### src/rtl/m_arbiter_link_if.sv
// rtl/m_arbiter_link_if.sv - core handshake and serial arbiter lines of the master link engine
interface m_arbiter_link_if #(
  parameter int S_ID_WIDTH = 2
);
  logic                  req;
  logic [S_ID_WIDTH-1:0] slave_id;
  logic                  accept;
  logic                  release_pulse;
  logic                  yield_done;
  logic                  arb_out;
  logic                  arb_in;
  logic                  granted;
  logic                  suspended;
  logic                  resumed;
  logic                  timeout;
  logic                  proto_err;
  logic                  busy;

  // master: the core plus arbiter port around the engine
  modport master (
    output req, slave_id, accept, release_pulse, yield_done, arb_in,
    input  arb_out, granted, suspended, resumed, timeout, proto_err, busy
  );

  modport slave (
    input  req, slave_id, accept, release_pulse, yield_done, arb_in,
    output arb_out, granted, suspended, resumed, timeout, proto_err, busy
  );
endinterface

### src/rtl/m_arbiter_link.sv
// rtl/m_arbiter_link.sv - master-side serial link engine between core handshake and arbiter port
module m_arbiter_link #(
  parameter int NO_SLAVES  = 3,
  parameter int S_ID_WIDTH = $clog2(NO_SLAVES + 1),
  parameter int TIMEOUT    = 64
) (
  input logic             clk,
  input logic             rstN,
  m_arbiter_link_if.slave lnk
);

  localparam logic [3:0] IDLE         = 4'd0;
  localparam logic [3:0] SEND_REQ     = 4'd1;
  localparam logic [3:0] WAIT_GRANT   = 4'd2;
  localparam logic [3:0] SEND_ACK     = 4'd3;
  localparam logic [3:0] SEND_NAK     = 4'd4;
  localparam logic [3:0] WAIT_CONFIRM = 4'd5;
  localparam logic [3:0] OWN          = 4'd6;
  localparam logic [3:0] STOPPED      = 4'd7;
  localparam logic [3:0] SEND_YIELD   = 4'd8;

  localparam int TX_W  = 3 + S_ID_WIDTH;
  localparam int TXC_W = $clog2(TX_W + 1);
  localparam int WC_W  = $clog2(TIMEOUT + 1);

  localparam logic [2:0] RX_GRANT   = 3'b011;
  localparam logic [2:0] RX_RESUME  = 3'b001;
  localparam logic [2:0] RX_CONFIRM = 3'b111;
  localparam logic [2:0] RX_SPLIT   = 3'b010;
  localparam logic [2:0] RX_PREEMPT = 3'b000;

  // TX frames are left-aligned in the shifter; shorter frames pad with zeros
  localparam logic [TX_W-1:0] F_ACK = {3'b101, {S_ID_WIDTH{1'b0}}};
  localparam logic [TX_W-1:0] F_NAK = {3'b110, {S_ID_WIDTH{1'b0}}};
  localparam logic [TX_W-1:0] F_ONE = {1'b1, {(TX_W-1){1'b0}}};

  logic [3:0]            state, state_d;
  logic [S_ID_WIDTH-1:0] sid_q;
  logic [WC_W-1:0]       wait_cnt;
  logic                  granted_q, suspended_q, busy_q;
  logic                  resumed_q, timeout_q, proto_err_q;
  logic                  granted_d, suspended_d;
  logic                  resumed_d, timeout_d, proto_err_d;
  logic                  sid_load, wait_clr;

  logic                  tx_busy, arb_out_q;
  logic [TXC_W-1:0]      tx_cnt;
  logic [TX_W-1:0]       tx_sr;
  logic                  tx_start;
  logic [TX_W-1:0]       tx_frame;
  logic [TXC_W-1:0]      tx_len;
  logic                  tx_last;

  logic                  rx_active, rx_valid;
  logic [1:0]            rx_cnt;
  logic [2:0]            rx_sr;
  logic                  rx_stop, wait_expired;

  // RX: start bit, three payload bits, frame valid for one cycle afterwards
  always_ff @(posedge clk or negedge rstN) begin
    if (!rstN) begin
      rx_active <= 1'b0;
      rx_valid  <= 1'b0;
      rx_cnt    <= 2'd0;
      rx_sr     <= 3'd0;
    end else begin
      rx_valid <= 1'b0;
      if (!rx_active) begin
        if (lnk.arb_in) begin
          rx_active <= 1'b1;
          rx_cnt    <= 2'd0;
        end
      end else begin
        rx_sr <= {rx_sr[1:0], lnk.arb_in};
        if (rx_cnt == 2'd2) begin
          rx_active <= 1'b0;
          rx_valid  <= 1'b1;
        end else begin
          rx_cnt <= rx_cnt + 2'd1;
        end
      end
    end
  end

  assign rx_stop      = (rx_sr == RX_SPLIT) || (rx_sr == RX_PREEMPT);
  assign tx_last      = tx_busy && (tx_cnt == '0);
  assign wait_expired = (wait_cnt == WC_W'(TIMEOUT - 1));

  // TX: the first bit is registered straight from the frame on start
  always_ff @(posedge clk or negedge rstN) begin
    if (!rstN) begin
      tx_busy   <= 1'b0;
      tx_cnt    <= '0;
      tx_sr     <= '0;
      arb_out_q <= 1'b0;
    end else if (tx_start) begin
      tx_busy   <= 1'b1;
      arb_out_q <= tx_frame[TX_W-1];
      tx_sr     <= tx_frame << 1;
      tx_cnt    <= tx_len - TXC_W'(1);
    end else if (tx_busy) begin
      if (tx_cnt == '0) begin
        tx_busy   <= 1'b0;
        arb_out_q <= 1'b0;
      end else begin
        arb_out_q <= tx_sr[TX_W-1];
        tx_sr     <= tx_sr << 1;
        tx_cnt    <= tx_cnt - TXC_W'(1);
      end
    end
  end

  always_comb begin
    state_d     = state;
    granted_d   = granted_q;
    suspended_d = suspended_q;
    resumed_d   = 1'b0;
    timeout_d   = 1'b0;
    proto_err_d = 1'b0;
    sid_load    = 1'b0;
    wait_clr    = 1'b0;
    tx_start    = 1'b0;
    tx_frame    = '0;
    tx_len      = '0;
    case (state)
      IDLE: begin
        proto_err_d = rx_valid;
        if (lnk.req) begin
          sid_load = 1'b1;
          state_d  = SEND_REQ;
        end
      end
      SEND_REQ: begin
        proto_err_d = rx_valid;
        if (!tx_busy) begin
          tx_start = 1'b1;
          tx_frame = {3'b111, sid_q};
          tx_len   = TXC_W'(TX_W);
        end else if (tx_last) begin
          state_d  = WAIT_GRANT;
          wait_clr = 1'b1;
        end
      end
      WAIT_GRANT: begin
        if (rx_valid) begin
          if ((rx_sr == RX_GRANT) || (rx_sr == RX_RESUME)) begin
            if (lnk.accept) begin
              state_d   = SEND_ACK;
              resumed_d = (rx_sr == RX_RESUME);
            end else begin
              state_d = SEND_NAK;
            end
          end else begin
            proto_err_d = 1'b1;
          end
        end else if (wait_expired) begin
          timeout_d   = 1'b1;
          suspended_d = 1'b0;
          state_d     = IDLE;
        end
      end
      SEND_ACK: begin
        proto_err_d = rx_valid;
        if (!tx_busy) begin
          tx_start = 1'b1;
          tx_frame = F_ACK;
          tx_len   = TXC_W'(3);
        end else if (tx_last) begin
          state_d  = WAIT_CONFIRM;
          wait_clr = 1'b1;
        end
      end
      SEND_NAK: begin
        proto_err_d = rx_valid;
        if (!tx_busy) begin
          tx_start = 1'b1;
          tx_frame = F_NAK;
          tx_len   = TXC_W'(3);
        end else if (tx_last) begin
          state_d     = IDLE;
          suspended_d = 1'b0;
        end
      end
      WAIT_CONFIRM: begin
        if (rx_valid) begin
          if (rx_sr == RX_CONFIRM) begin
            state_d     = OWN;
            granted_d   = 1'b1;
            suspended_d = 1'b0;
          end else begin
            proto_err_d = 1'b1;
          end
        end else if (wait_expired) begin
          timeout_d   = 1'b1;
          suspended_d = 1'b0;
          state_d     = IDLE;
        end
      end
      OWN: begin
        // a release beats a STOP decoded in the same cycle; the STOP is dropped
        if (lnk.release_pulse) begin
          tx_start    = 1'b1;
          tx_frame    = F_ONE;
          tx_len      = TXC_W'(1);
          granted_d   = 1'b0;
          state_d     = IDLE;
          proto_err_d = rx_valid && !rx_stop;
        end else if (rx_valid) begin
          if (rx_stop) begin
            granted_d   = 1'b0;
            suspended_d = 1'b1;
            state_d     = STOPPED;
          end else begin
            proto_err_d = 1'b1;
          end
        end
      end
      STOPPED: begin
        proto_err_d = rx_valid;
        if (lnk.yield_done) begin
          state_d = SEND_YIELD;
        end
      end
      SEND_YIELD: begin
        proto_err_d = rx_valid;
        if (!tx_busy) begin
          tx_start = 1'b1;
          tx_frame = F_ONE;
          tx_len   = TXC_W'(1);
        end else if (tx_last) begin
          state_d  = WAIT_GRANT;
          wait_clr = 1'b1;
        end
      end
      default: begin
        state_d = IDLE;
      end
    endcase
  end

  always_ff @(posedge clk or negedge rstN) begin
    if (!rstN) begin
      state       <= IDLE;
      sid_q       <= '0;
      wait_cnt    <= '0;
      granted_q   <= 1'b0;
      suspended_q <= 1'b0;
      busy_q      <= 1'b0;
      resumed_q   <= 1'b0;
      timeout_q   <= 1'b0;
      proto_err_q <= 1'b0;
    end else begin
      state       <= state_d;
      granted_q   <= granted_d;
      suspended_q <= suspended_d;
      busy_q      <= (state_d != IDLE);
      resumed_q   <= resumed_d;
      timeout_q   <= timeout_d;
      proto_err_q <= proto_err_d;
      if (sid_load) begin
        sid_q <= lnk.slave_id;
      end
      if (wait_clr) begin
        wait_cnt <= '0;
      end else if ((state == WAIT_GRANT) || (state == WAIT_CONFIRM)) begin
        wait_cnt <= wait_cnt + WC_W'(1);
      end
    end
  end

  assign lnk.arb_out   = arb_out_q;
  assign lnk.granted   = granted_q;
  assign lnk.suspended = suspended_q;
  assign lnk.busy      = busy_q;
  assign lnk.resumed   = resumed_q;
  assign lnk.timeout   = timeout_q;
  assign lnk.proto_err = proto_err_q;

endmodule

### src/flat_wrapper.sv
// flat-port wrapper written by rule: the top's interface ports become plain ports
module m_arbiter_link_flat 
#(
  parameter int NO_SLAVES  = 3,
  parameter int S_ID_WIDTH = $clog2(NO_SLAVES + 1),
  parameter int TIMEOUT    = 64
)
  (clk, rstN, lnk_req, lnk_slave_id, lnk_accept, lnk_release_pulse, lnk_yield_done, lnk_arb_in, lnk_arb_out, lnk_granted, lnk_suspended, lnk_resumed, lnk_timeout, lnk_proto_err, lnk_busy);
  m_arbiter_link_if #(.S_ID_WIDTH(S_ID_WIDTH)) lnk_i ();
  input logic clk;
  input logic rstN;
  input wire logic [$bits(lnk_i.req)-1:0] lnk_req;
  input wire logic [$bits(lnk_i.slave_id)-1:0] lnk_slave_id;
  input wire logic [$bits(lnk_i.accept)-1:0] lnk_accept;
  input wire logic [$bits(lnk_i.release_pulse)-1:0] lnk_release_pulse;
  input wire logic [$bits(lnk_i.yield_done)-1:0] lnk_yield_done;
  input wire logic [$bits(lnk_i.arb_in)-1:0] lnk_arb_in;
  output wire logic [$bits(lnk_i.arb_out)-1:0] lnk_arb_out;
  output wire logic [$bits(lnk_i.granted)-1:0] lnk_granted;
  output wire logic [$bits(lnk_i.suspended)-1:0] lnk_suspended;
  output wire logic [$bits(lnk_i.resumed)-1:0] lnk_resumed;
  output wire logic [$bits(lnk_i.timeout)-1:0] lnk_timeout;
  output wire logic [$bits(lnk_i.proto_err)-1:0] lnk_proto_err;
  output wire logic [$bits(lnk_i.busy)-1:0] lnk_busy;
  assign lnk_i.req = lnk_req;
  assign lnk_i.slave_id = lnk_slave_id;
  assign lnk_i.accept = lnk_accept;
  assign lnk_i.release_pulse = lnk_release_pulse;
  assign lnk_i.yield_done = lnk_yield_done;
  assign lnk_i.arb_in = lnk_arb_in;
  assign lnk_arb_out = lnk_i.arb_out;
  assign lnk_granted = lnk_i.granted;
  assign lnk_suspended = lnk_i.suspended;
  assign lnk_resumed = lnk_i.resumed;
  assign lnk_timeout = lnk_i.timeout;
  assign lnk_proto_err = lnk_i.proto_err;
  assign lnk_busy = lnk_i.busy;
  m_arbiter_link #(.NO_SLAVES(NO_SLAVES), .S_ID_WIDTH(S_ID_WIDTH), .TIMEOUT(TIMEOUT)) u_core (.clk(clk), .rstN(rstN), .lnk(lnk_i));
endmodule
### config.mk
export PLATFORM = sky130hd
export DESIGN_NAME = m_arbiter_link_flat
export DESIGN_NICKNAME = d
export VERILOG_FILES = /design/src/rtl/m_arbiter_link_if.sv /design/src/rtl/m_arbiter_link.sv /design/src/flat_wrapper.sv
export SDC_FILE = /design/constraint.sdc
export NUM_CORES = 1
export LEC_CHECK = 0
export ABC_AREA = 1
export CAP_MARGIN = 30
export CORE_UTILIZATION = 62
export CTS_CLUSTER_DIAMETER = 150
export DETAILED_ROUTE_END_ITERATION = 10
export PLACE_DENSITY = 0.9
export REMOVE_ABC_BUFFERS = 1
export SLEW_MARGIN = 15
export SYNTH_ARGS = -nofsm -noshare
export SYNTH_HDL_FRONTEND = slang
export SYNTH_SLANG_ARGS = --single-unit
### constraint.sdc
create_clock -name clk -period 3.7 [get_ports clk]
set_clock_uncertainty 0.2 [all_clocks]
set_input_delay 1.11 -clock clk [delete_from_list [all_inputs] [get_ports clk]]
set_output_delay 1.11 -clock clk [all_outputs]
set_load 0.02 [all_outputs]
==> run summary, run 1 <==
logic depth of the worst path, buffers included: 1
fin. max-slew vios: 0
Worst R2R Setup Slack: 1.53 ns
sequential cell area: 875.8 µm²
CTS resizes: 0
worst relative slew slack: 0.6957
ANT cells: 0
r2r worst-path depth: 12
slowest cell delay on critical path: 0.60 ns
first-pass GRT wire length: 6755 µm
worst-skew pair later-pin latency: 0.34 ns
area grow syn2layout: 13.36%
CTS tree: done
Req. time, crit path: 2.39 ns
TritonCTS Buffers: 5
Worst setup SP type: register
clock power share: 0.134
Reg power frac: 0.401
All-Layer GR Usage: 0.2657
Crit path max-delay family: buffers and inverters
io pins: 16
Worst path slowest cell: clkdlybuf4s50_1
total iterations of the first detailed-routing run: 5
Final Net Count: 300
post-synthesis xor/xnor area fraction: 0.01343
largest net degree at the start of global routing: 36
hold buffers post-CTS: 0
Syn Inst Count: 267
initial antenna violation count: 0
Psw: 695.2 µW
mapped cell area: 1957 µm²
Worst Setup SP: u_core.lnk.suspended$_DFFE_PN0P_
CTS clock-pin slew for the worst setup and hold paths: 0.10 ns
DPL Wire Length: 2962 µm
Cell Rows: 20
CP Capture Type: output pin
MaxCap Viol Count: 0
IO Port Bufs: 15
Worst-Margin Slew: 0.4548 ns
RR Startpoint: u_core.state[0]$_DFF_PN0_
HP Class: reg2reg
pwr/cell area: 710.0 nW/µm²
Leak: 1.173 nW
critical path, cell by cell: clkdlybuf4s50_1
Final Hold Slack: 0.2938 ns
post-route ant nets: 0
Setup TNS Final: 0 ns
minimum clock period after layout: 2.630 ns
synthesized-area fraction occupied by adder cells: 0.01918
critical path class: reg2out
core footprint: 3028 µm²
Die W: 58.18 µm
total grt overflow: 0
WL/cell: 11.90 µm
post-route cell area: 2218 µm²
starting density of the core: 0.6463
Reg-to-Reg End: u_core.tx_cnt[2]$_DFFE_PN0P_
Final setup viols: 0
Synth Area in Simple Gates: 0.3197
YS warnings: 0
CP endpoint: lnk_suspended
die area: 3385 µm²
switching share of power: 0.4414
drc violations: 0
gp weighted congestion: 0.9694
Synth cell types: 29
setup ws final: 1.070 ns
vias in the first global route: 1,608
status: complete, no violations
Cell Int Power: 879.7 µW
RSZ-0062 raised after global routing: false
clk sinks: 35
Comb power frac: 0.464
final core occ: 0.7326
Post-CTS Setup Repair Bufs: 0
mux share of post-synthesis cell area: 0.01151
H-Tree Level Count: 2
drt total wl: 3951 µm
crit share post-route: 0.7108
1st-iter DRT viols: 118
Die Ht: 58.18 µm
Vias: 1,789
footprint of the multi-input gates: 898.4 µm²
post-synthesis compound-gate area fraction: 0.09527
peak supply drop: 0.3835 mV
arrival time worst endpoint: 1.32 ns
Buf+Inv Stages, Crit Path: 1
CTS Root Cell: clkbuf_4
clk buf depth: 2
Max Fclk: 0.3802 GHz
register area share after synthesis: 0.4476
final hold vios: 0
Synth Area per Inst: 7.329 µm²
crit-path max FO: 3
synthesized flop and latch total: 35
Vias/cell: 5.389
Post-Place Setup Slack: 0.8108 ns
start point of the worst hold path: u_core.rx_cnt[0]$_DFFE_PN0P_
DP Area: 2162 µm²
largest family of logic cells by synthesized area: simple AND/OR/NAND/NOR gates
FILL cells: 228
fraction of layout cells with a size suffix above 1: 0.08333
## final cells by class
type,count,share of cell area
inverter,46,0.07896
multi-input combinational,184,0.4050
clock buffer,6,0.02312
tap,44,0.02482
timing repair buffer,16,0.07107
sequential,35,0.3948
clock inverter,1,0.002256
## flip-flops by register name (all words and copies together) (netlist names), 2 cells and up
signal	cells
u_core.tx_sr	4
u_core.wait_cnt	7
u_core.sid_q	2
u_core.rx_sr	3
u_core.rx_cnt	2
u_core.state	4
u_core.tx_cnt	3
## through the flow
step / power (mW) / std cells
floorplan: 1.155 / 265
global placement: 1.327 / 325
detailed placement: 1.359 / 325
CTS: 1.576 / 332
global route: 1.719 / 332
finish: 1.575 / 332
## cells by family after synthesis
kind of cell	after synthesis
AO/OA/AOI/OAI	34
buffers and inverters	48
XOR/XNOR	3
flip-flops	35
AND/OR/NAND/NOR	142
multiplexers	2
adder cells (fa/ha/maj)	3
## power groups by stage
stage | Sequential, mW | Clock, mW | Combinational [mW]
after CTS | 0.630 | 0.217 | 0.729
after detailed placement | 0.637 | 0 | 0.722
after global routing | 0.651 | 0.233 | 0.835
final | 0.632 | 0.211 | 0.731
after global placement | 0.631 | 0 | 0.696
after floorplan | 0.643 | 0 | 0.513
## routing by layer
layer / GRT usage / vias up / share of wire / wire length (µm)
met4: 0.08503 / 0 / 0.013 / 52
met2: 0.4401 / 62 / 0.47 / 1866
met3: 0.06027 / 6 / 0.067 / 266
met5: 0 / - / 0 / 0
li1: - / 888 / - / -
met1: 0.3475 / 833 / 0.45 / 1766
## cell usage in the layout, fill, tap and decap left out
master and count:
ha_1 3, o21ai_0 17, nor2_2 5, clkdlybuf4s50_1 15
o21ai_1 5, a21oi_1 5, inv_1 41, a22oi_1 1
or2_0 1, mux2_2 2, nand3_1 25, nand2_1 71
a31o_1 1, nand3b_1 2, dfrtp_1 35, nor2_1 28
nand2_4 1, nand2_2 1, inv_2 4, clkbuf_4 5
xor2_1 3, inv_4 1, buf_4 1, o21bai_1 1
and3_1 1, nor2_8 1, nand4_1 2, o21ai_2 1
a31oi_1 2, clkinv_2 1, o22ai_1 1, nor3_1 4
clkbuf_8 1
## Yosys cell counts, drive strengths merged
cell	count	share of area
nand4	2	0.0064
a22oi	1	0.0038
nand3	25	0.064
inv	46	0.090
nand3b	2	0.0077
clkbuf	2	0.0038
xor2	3	0.013
a21oi	5	0.013
dfrtp	35	0.45
or2	1	0.0032
o22ai	1	0.0032
nor3	4	0.010
nand2	73	0.15
and3	1	0.0032
a31oi	2	0.0064
o21ai	23	0.061
ha	3	0.019
a31o	1	0.0045
o21bai	1	0.0038
mux2	2	0.012
nor2	34	0.080
## how the worst min path moves through the flow
stage | slack [ns] | to | cells past startpoint
after CTS | 0.30 | u_core.lnk.granted$_DFFE_PN0P_ | 2
after global placement | 0.27 | u_core.lnk.granted$_DFFE_PN0P_ | 2
after floorplan | 0.25 | u_core.tx_sr[2]$_DFFE_PN0P_ | 2
final | 0.29 | u_core.rx_cnt[0]$_DFFE_PN0P_ | 1
after detailed placement | 0.28 | u_core.lnk.granted$_DFFE_PN0P_ | 2
after global routing | 0.33 | u_core.rx_cnt[0]$_DFFE_PN0P_ | 1
(Power assumes the default switching activity.)
==> run 2: changes to the inputs <==
- CORE_UTILIZATION: 62 -> 52
- PLACE_DENSITY: 0.9 -> 0.81
- clock period: 3.7 -> 2.4 ns (I/O delays scaled with it)
==> run 2 against run 1 <==
- core utilization shrank 7.0 points
- sequential share of layout area shrank 1.4 points
- first-iteration DRC count decreased by 20%
- via count shrank 3.4%
- register-to-register slack lost 1.2 ns
- global-route usage fell by 4.9 points
- die area grew 19%
- count of clock-buffer cells in the layout stayed put
- clock power increased to 2.6 times the previous value
- non-clock buffer count rose by 2
- hold slack lost 0.0051 ns
- critical path type unchanged
- critical endpoint unchanged
- highest routed layer unchanged
==> run summary, run 2 (same netlist as run 1, synthesis figures left out) <==
status: complete, no violations
Final Net Count: 302
Psw: 1.092 mW
Worst setup SP type: register
area grow syn2layout: 17.39%
setup ws final: 0.2207 ns
slowest cell delay on critical path: 0.61 ns
RSZ-0062 raised after global routing: false
crit share post-route: 0.9080
peak supply drop: 0.6272 mV
Post-CTS Setup Repair Bufs: 0
CTS clock-pin slew for the worst setup and hold paths: 0.07 ns
FILL cells: 326
DP Cell Count: 329
drc violations: 0
arrival time worst endpoint: 1.26 ns
HP Class: reg2reg
All-Layer GR Usage: 0.2167
CTS tree: done
final hold vios: 0
crit-path max FO: 3
starting density of the core: 0.5642
critical path class: reg2out
TritonCTS Buffers: 5
initial antenna violation count: 0
total iterations of the first detailed-routing run: 4
MaxCap Viol Count: 0
die area: 4013 µm²
Power, Total: 2.672 mW
biggest regs: u_core.wait_cnt: 7 flops, u_core.state: 4 flops, u_core.tx_sr: 4 flops
gp weighted congestion: 0.9264
Worst path slowest cell: clkdlybuf4s50_1
switching share of power: 0.4088
most frequent cells in the layout: 71 x nand2_1, 41 x inv_1, 35 x dfrtp_1
commonest non-fill, non-tap cell in the layout: nand2_1
final cell count without fillers: 337
Cell Int Power: 1.580 mW
CTS Root Cell: clkbuf_8
Cell Rows: 21
CTS resizes: 0
Die W: 63.35 µm
drt total wl: 3854 µm
Reg power frac: 0.365
max FFs per register: 7
minimum clock period after layout: 2.179 ns
Final Hold Slack: 0.2887 ns
Leak: 1.210 nW
CP Capture Type: output pin
pwr/cell area: 1163 nW/µm²
ANT cells: 0
first-pass GRT wire length: 6713 µm
clk buf depth: 2
clk sinks: 35
largest net degree at the start of global routing: 36
io pins: 16
footprint of the multi-input gates: 898.4 µm²
Vias: 1,728
Post-Place Setup Slack: -0.05571 ns
IO Port Bufs: 15
fin. max-slew vios: 0
hold buffers post-CTS: 0
Final setup viols: 0
clock power share: 0.204
H-Tree Level Count: 2
WL/cell: 11.44 µm
Req. time, crit path: 1.48 ns
Worst-Margin Slew: 0.4370 ns
post-route ant nets: 0
Crit path max-delay family: buffers and inverters
Buf+Inv Stages, Crit Path: 1
final core occ: 0.6623
total grt overflow: 0
critical path, cell by cell: clkdlybuf4s50_1
worst relative slew slack: 0.7076
worst-skew pair later-pin latency: 0.29 ns
Die Ht: 63.35 µm
Largest Register: u_core.wait_cnt
DPL Wire Length: 2944 µm
Vias/cell: 5.128
fraction of layout cells with a size suffix above 1: 0.09278
Max Fclk: 0.4589 GHz
Comb power frac: 0.431
sequential cell area: 875.8 µm²
core footprint: 3468 µm²
vias in the first global route: 1,584
1st-iter DRT viols: 94
-- run 2: cell type report --
type | count | area share
Multi-Input combinational cell | 184 | 0.3911
Sequential cell | 35 | 0.3813
Inverter | 46 | 0.07625
Timing Repair Buffer | 18 | 0.07516
Clock buffer | 6 | 0.03595
Tap cell | 46 | 0.02505
Clock inverter | 2 | 0.01525
-- run 2: worst paths after layout --
| check | startpoint | end | slack, ns | cells after the start |
|---|---|---|---|---|
| setup / recovery | u_core.lnk.suspended$_DFFE_PN0P_ | lnk_suspended | 0.22 | 1 |
| hold / removal | u_core.rx_cnt[0]$_DFFE_PN0P_ | u_core.rx_cnt[0]$_DFFE_PN0P_ | 0.29 | 1 |
| setup reg to reg | u_core.state[1]$_DFF_PN0_ | u_core.tx_cnt[2]$_DFFE_PN0P_ | 0.34 | 12 |
| hold reg to reg | u_core.rx_cnt[0]$_DFFE_PN0P_ | u_core.rx_cnt[0]$_DFFE_PN0P_ | 0.29 | 1 |
| max in group asynchronous | rstN | u_core.sid_q[1]$_DFFE_PN0P_ | 1.04 | 2 |
| min in group asynchronous | rstN | u_core.lnk.granted$_DFFE_PN0P_ | 0.63 | 2 |
-- run 2: power by group through the flow --
stage | Sequential [mW] | Combinational [mW] | Clock, mW
5_1_grt | 1.00 | 1.32 | 0.585
6_report | 0.974 | 1.15 | 0.546
2_1_floorplan | 0.991 | 0.790 | 0
3_3_place_gp | 0.976 | 1.10 | 0
4_1_cts | 0.969 | 1.15 | 0.561
3_5_place_dp | 0.978 | 1.14 | 0
-- run 2: per-layer routing --
metal | vias up | global-route usage | share of wire
met5 | - | 0 | 0
met4 | 0 | 0.08523 | 0.011
met3 | 5 | 0.05254 | 0.046
met2 | 37 | 0.3431 | 0.45
met1 | 797 | 0.2839 | 0.49
li1 | 889 | - | -
-- run 2: per-stage QoR --
| stage | TNS (ns) | cell area (µm²) |
|---|---|---|
| CTS | 0 | 2297 |
| global route | 0 | 2297 |
| floorplan | 0 | 1949 |
| detailed placement | -0.05571 | 2180 |
| global placement | 0 | 2180 |
| finish | 0 | 2297 |
-- run 2: worst register-to-register path, cell delays in order, from the launching register on --
cell and delay [ns]:
dfrtp_1 0.44, nor2_1 0.29, nand3_1 0.16, nand2_1 0.12
nor2_2 0.06, nand2_4 0.07, inv_1 0.05, a21oi_1 0.15
ha_1 0.18, inv_1 0.05, nand3_1 0.08, nand3_1 0.10
nand2_1 0.07
